==> config.mk <==
export PLATFORM = sky130hd
export DESIGN_NAME = retro_catc_multi
export DESIGN_NICKNAME = d
export VERILOG_FILES = /design/src/rtl/retro_catc_multi.sv
export SDC_FILE = /design/constraint.sdc
export NUM_CORES = 1
export LEC_CHECK = 0
export CORE_MARGIN = 10
export CORE_UTILIZATION = 50
export DETAILED_ROUTE_END_ITERATION = 6
export GPL_ROUTABILITY_DRIVEN = 0
export PLACE_DENSITY = 0.69
export SYNTH_ARGS = -nofsm -noshare
export SYNTH_HDL_FRONTEND = slang
export SYNTH_SLANG_ARGS = --single-unit
export TNS_END_PERCENT = 10
==> constraint.sdc <==
create_clock -name Clk -period 8 [get_ports Clk]
set_clock_uncertainty 0.05 [all_clocks]
set_input_delay 1.6 -clock Clk [delete_from_list [all_inputs] [get_ports Clk]]
set_output_delay 1.6 -clock Clk [all_outputs]
set_load 0.05 [all_outputs]
==> src/rtl/retro_catc_multi.sv <==
// Multi-channel cycle-accurate timing control.
// Each channel produces a core clock-enable from a programmable divide of Clk.
// Nominal ticks swallowed by Delay become debt, which is repaid at the faster
// catch-up divide, so the long-run tick count tracks the nominal rate.
module retro_catc_multi #(
  parameter int Channels       = 2,
  parameter int DivWidth       = 8,
  parameter int DebtWidth      = 16,
  parameter int DefaultDiv     = 9,
  parameter int DefaultFastDiv = 4
) (
  input  logic                                               Clk,
  input  logic                                               ResetN,
  input  logic                                               ClkEn,
  input  logic [Channels-1:0]                                Delay,
  input  logic                                               CfgWe,
  input  logic [((Channels > 1) ? $clog2(Channels) : 1)-1:0] CfgChan,
  input  logic [DivWidth-1:0]                                CfgDiv,
  input  logic [DivWidth-1:0]                                CfgFastDiv,
  output logic [Channels-1:0]                                ClkEnOut,
  output logic [Channels-1:0]                                Behind,
  output logic [Channels-1:0]                                Overrun,
  output logic [DebtWidth-1:0]                               DebtRd
);

  localparam int ChanW = (Channels > 1) ? $clog2(Channels) : 1;
  localparam logic [ChanW:0] ChanLimit = (ChanW + 1)'(Channels);

  logic [DivWidth-1:0]  div_q      [Channels];
  logic [DivWidth-1:0]  div_d      [Channels];
  logic [DivWidth-1:0]  fdiv_q     [Channels];
  logic [DivWidth-1:0]  fdiv_d     [Channels];
  logic [DivWidth-1:0]  nom_cnt_q  [Channels];
  logic [DivWidth-1:0]  nom_cnt_d  [Channels];
  logic [DivWidth-1:0]  fast_cnt_q [Channels];
  logic [DivWidth-1:0]  fast_cnt_d [Channels];
  logic [DebtWidth-1:0] debt_q     [Channels];
  logic [DebtWidth-1:0] debt_d     [Channels];
  logic [Channels-1:0]  ovr_q;
  logic [Channels-1:0]  ovr_d;

  logic [DivWidth-1:0]  ediv       [Channels];
  logic [DivWidth-1:0]  efast      [Channels];
  logic [Channels-1:0]  nom_tick;
  logic [Channels-1:0]  fast_tick;
  logic [Channels-1:0]  ce;
  logic [Channels-1:0]  cfg_hit;
  logic                 chan_ok;

  assign chan_ok = ({1'b0, CfgChan} < ChanLimit);

  // Effective divides, tick decode and the per-channel clock enable
  always_comb begin
    for (int unsigned i = 0; i < Channels; i++) begin
      ediv[i]  = (div_q[i] == '0) ? DivWidth'(1) : div_q[i];
      efast[i] = (fdiv_q[i] == '0) ? DivWidth'(1) : fdiv_q[i];
      if (efast[i] > ediv[i]) efast[i] = ediv[i];
      nom_tick[i]  = (nom_cnt_q[i] == ediv[i] - 1'b1);
      fast_tick[i] = (fast_cnt_q[i] == efast[i] - 1'b1);
      // ResetN gating forces the enable low the instant reset asserts
      ce[i] = ResetN & ClkEn & ~Delay[i] &
              ((debt_q[i] != '0) ? fast_tick[i] : nom_tick[i]);
      cfg_hit[i] = CfgWe & chan_ok & (CfgChan == ChanW'(i));
    end
  end

  // Next-state for counters, debt and configuration
  always_comb begin
    for (int unsigned i = 0; i < Channels; i++) begin
      div_d[i]      = div_q[i];
      fdiv_d[i]     = fdiv_q[i];
      nom_cnt_d[i]  = nom_cnt_q[i];
      fast_cnt_d[i] = fast_cnt_q[i];
      debt_d[i]     = debt_q[i];
      ovr_d[i]      = ovr_q[i];
      if (ClkEn) begin
        nom_cnt_d[i]  = nom_tick[i] ? '0 : nom_cnt_q[i] + 1'b1;
        fast_cnt_d[i] = (Delay[i] | ce[i] | fast_tick[i]) ? '0 : fast_cnt_q[i] + 1'b1;
        // Net change is NomTick - ClkEnOut; +1 at the ceiling flags overrun instead
        if (nom_tick[i] && !ce[i]) begin
          if (debt_q[i] == '1) ovr_d[i] = 1'b1;
          else                 debt_d[i] = debt_q[i] + 1'b1;
        end else if (ce[i] && !nom_tick[i]) begin
          debt_d[i] = debt_q[i] - 1'b1;
        end
        // Config write overrides the counter/overrun updates but leaves debt alone
        if (cfg_hit[i]) begin
          div_d[i]      = CfgDiv;
          fdiv_d[i]     = CfgFastDiv;
          nom_cnt_d[i]  = '0;
          fast_cnt_d[i] = '0;
          ovr_d[i]      = 1'b0;
        end
      end
    end
  end

  // State registers with asynchronous active-low reset
  always_ff @(posedge Clk or negedge ResetN) begin
    if (!ResetN) begin
      for (int unsigned i = 0; i < Channels; i++) begin
        div_q[i]      <= DivWidth'(DefaultDiv);
        fdiv_q[i]     <= DivWidth'(DefaultFastDiv);
        nom_cnt_q[i]  <= '0;
        fast_cnt_q[i] <= '0;
        debt_q[i]     <= '0;
      end
      ovr_q <= '0;
    end else begin
      for (int unsigned i = 0; i < Channels; i++) begin
        div_q[i]      <= div_d[i];
        fdiv_q[i]     <= fdiv_d[i];
        nom_cnt_q[i]  <= nom_cnt_d[i];
        fast_cnt_q[i] <= fast_cnt_d[i];
        debt_q[i]     <= debt_d[i];
      end
      ovr_q <= ovr_d;
    end
  end

  // Output decode and debt read-back
  always_comb begin
    ClkEnOut = ce;
    Overrun  = ovr_q;
    for (int unsigned i = 0; i < Channels; i++) Behind[i] = (debt_q[i] != '0);
    DebtRd = chan_ok ? debt_q[CfgChan] : '0;
  end

endmodule
==> key figures <==
Status
  • Status: complete, no violations

Floorplanning
  • Die area: 0.0209 mm²
  • Site row count: 45
  • Die Y-Extent: 145 µm
  • Chip Width: 145 µm
  • I/O pins: 45
  • Core Footprint: between 0.015 and 0.02 mm²
  • Effective utilization at floorplan: 51.2%

STA
  • FMAX: about 130 MHz
  • RSZ-0062 raised after global routing: true
  • Max transition margin: roughly 15%
  • Worst Max-Slew Pin Slew: roughly 1300 ps
  • Setup violators final: 0
  • Final hold vios: 0
  • Hold Worst Slack: between 400 and 500 ps
  • Max Slew Vio Count: 0
  • Tcrit/Tclk final: between 90% and 100%
  • Fin crit period: around 7600 ps

Critical path
  • Crit Path Class: flip-flop to primary output
  • CP max FO: 9
  • Setup crit start kind: flip-flop
  • Reg2Reg Depth: 28
  • Arr. time, crit path: 5930 ps
  • Critical Path Sink Type: primary output
  • CP required: around 6400 ps

Flow run
  • Max Cap Viol: 0

Hold path
  • Worst Hold Depth: 1
  • Hold WC Path Type: flip-flop to flip-flop

Final layout
  • # diodes: 0
  • Layout cell share with drive strength beyond 1: between 10% and 20%
  • Final instance area: ~0.0087 mm²
  • Finished Layout Cells: 1044
  • Commonest non-fill, non-tap cell in the layout: dfrtp_1
  • Nets: slightly above 900
  • P&R area growth vs syn: 11.3%
  • Most frequent cells in the layout: dfrtp_1, mux2_2, ha_1, o21ai_0

Clocking
  • Post-CTS Setup Inserts: 0
  • Post-CTS Resized: 0
  • CTS Buffer Depth: 2
  • Clock slew at reported path FFs: about 70 ps
  • CTS tree: yes
  • Clock Latency Late Sink: ~350 ps
  • Clock buffer count from CTS: 9
  • Root buffer cell: clkbuf_16
  • H-tree Lvls: 3
  • Hold buffer count at cts: 0
  • CTS sink cnt: a little under 100

GRT
  • Vias in the first global route: around 6.6k
  • Global-route wire length before repair: around 33000 µm
  • Largest net degree at the start of global routing: between 60 and 70
  • GRT Residual Overflow: 0
  • Global-route usage over all layers: 19.4%
  • Initial antenna violation count: 0

Pwr
  • Maximum vdd drop: 0.290 mV
  • Static leakage: 3.75 nW
  • Pwr/cell area: 343 mW/mm²

Yosys
  • Number of synthesized flops with an enable pin: 0
  • Mean post-synth cell area: ~9.3 µm²
  • Asr flop ratio synth: 100%
  • Synth Flop Type: dfrtp_1
  • Synth warn: 0
  • Syn_nets: 913
  • Number of synthesized register bits: 98
  • Syn Std Cell Area: 0.00778 mm²
  • Post-synthesis cell type count: between 70 and 80
  • Sequential area share after synthesis: a little under a third
  • Syn Inst Count: 835

Detailed routing
  • Vias post-DR: ~6.5k
  • Routed length per placed instance: 18.9 µm
  • WL met3: around 1200 µm
  • Routed wl met2: 9500 µm
  • Antenna Nets Post-Route: 0
  • Remaining DRCs: 0
  • Total Wirelength: a little under 20000 µm
  • Wl on met1: between 8000 and 9000 µm
  • Vias per std cell: 6.27
  • Max layer used: met4
  • DR pass1 iterations: 5
  • DR iter-0 viols: roughly 570

Placed design
  • Final HPWL DP: ~15000 µm
  • Buffers added on ports: 44
  • Post-Place Cells: just over 1k
  • Placed instance area: between 0.008 and 0.009 mm²
## per-layer routing
layer,vias to the layer above,global-route usage [%]
met5,-,0
met4,0,6.28
li1,3120,-
met3,44,4.79
met2,204,32.7
met1,3181,23.9
## worst max-delay path, stage by stage (launching register included)
cell             delay (ps)
dfrtp_1                 480
nor4_1                  410
a21o_1                  270
ha_1                    260
nand4_1                 100
nor2_1                   90
nor2b_1                 450
nor2_2                  170
o21ai_0                 240
ha_1                    290
a31oi_1                 120
or3_1                   360
a211oi_1                280
o21ai_1                 100
or4_4                   560
nor3_1                  330
a31oi_1                 130
nor2_1                  110
clkdlybuf4s50_1         830
## cell type report
class | instances | area [µm²]
Clock buffer | 11 | 243
Inverter | 37 | 139
Multi-Input combinational cell | 656 | 4990
Timing Repair Buffer | 49 | 475
Clock inverter | 5 | 110
Fill cell | 1365 | 6550
Sequential cell | 98 | 2460
Tap cell | 188 | 235
## report_power, final
group	total [mW]	internal (mW)	leakage, nW	switching (mW)
Clock	0.520	0.317	0.172	0.202
Sequential	0.789	0.606	1.25	0.183
Combinational	1.66	0.753	2.32	0.908
Total	2.97	1.68	3.75	1.29
## stage by stage
step / power, mW / util (%) / setup slack [ps] / TNS [ps]
CTS: 2.97 / 56.8 / 407 / 0
global route: 3.21 / 56.9 / -33.2 / -33.2
floorplan: 2.05 / - / 1250 / 0
finish: 2.97 / 56.9 / 421 / 0
detailed placement: 2.43 / 54.5 / 485 / 0
global placement: 2.37 / 54.5 / 872 / 0
## cells in the mapped netlist, types with 13 or more instances
cell,n,area share [%]
o21ai_0,48,3.1
xor2_1,24,2.7
nor3_1,19,1.2
nand2_1,37,1.8
dfrtp_1,92,30
xnor2_1,40,4.5
nor4_1,14,1.1
mux2_2,63,9.1
inv_1,36,1.7
a21o_1,13,1.3
or3_1,13,1.0
a21oi_1,43,2.8
clkbuf_1,35,1.7
nor2_1,38,1.8
nand4_1,19,1.5
ha_1,53,8.5
nand3_1,22,1.4
and3_1,22,1.8
nor2b_1,22,1.8
## logic make-up (layout without fill, tap and decap cells)
| logic type | Yosys count | in the layout | share of synthesized area (%) |
|---|---|---|---|
| buffers and inverters | 81 | 102 | 4.36 |
| AOI/OAI and AO/OA | 199 | 199 | 17.1 |
| and+or+nand+nor | 255 | 255 | 18.5 |
| muxes | 83 | 83 | 12.1 |
| adders and majority gates | 55 | 55 | 9.04 |
| DFF | 98 | 98 | 31.6 |
| xor gates and xnor gates | 64 | 64 | 7.21 |
## final timing paths
path,start,end,slack [ps]
min reg2reg,Overrun[0],Overrun[0],440
min in group asynchronous,ResetN,fast_cnt_q[4],1130
max reg2reg,div_q[4],debt_q[14],440
max,div_q[4],ClkEnOut[1],420
min,Overrun[0],Overrun[0],440
max in group asynchronous,ResetN,debt_q[26],5550
## sequential cells by signal, indices dropped and copies added, names as in the netlist
name / cells
debt_q: 32
div_q: 16
fast_cnt_q: 16
fdiv_q: 16
nom_cnt_q: 16
Overrun: 2
Note: power is estimated with default switching activity, not from simulation.
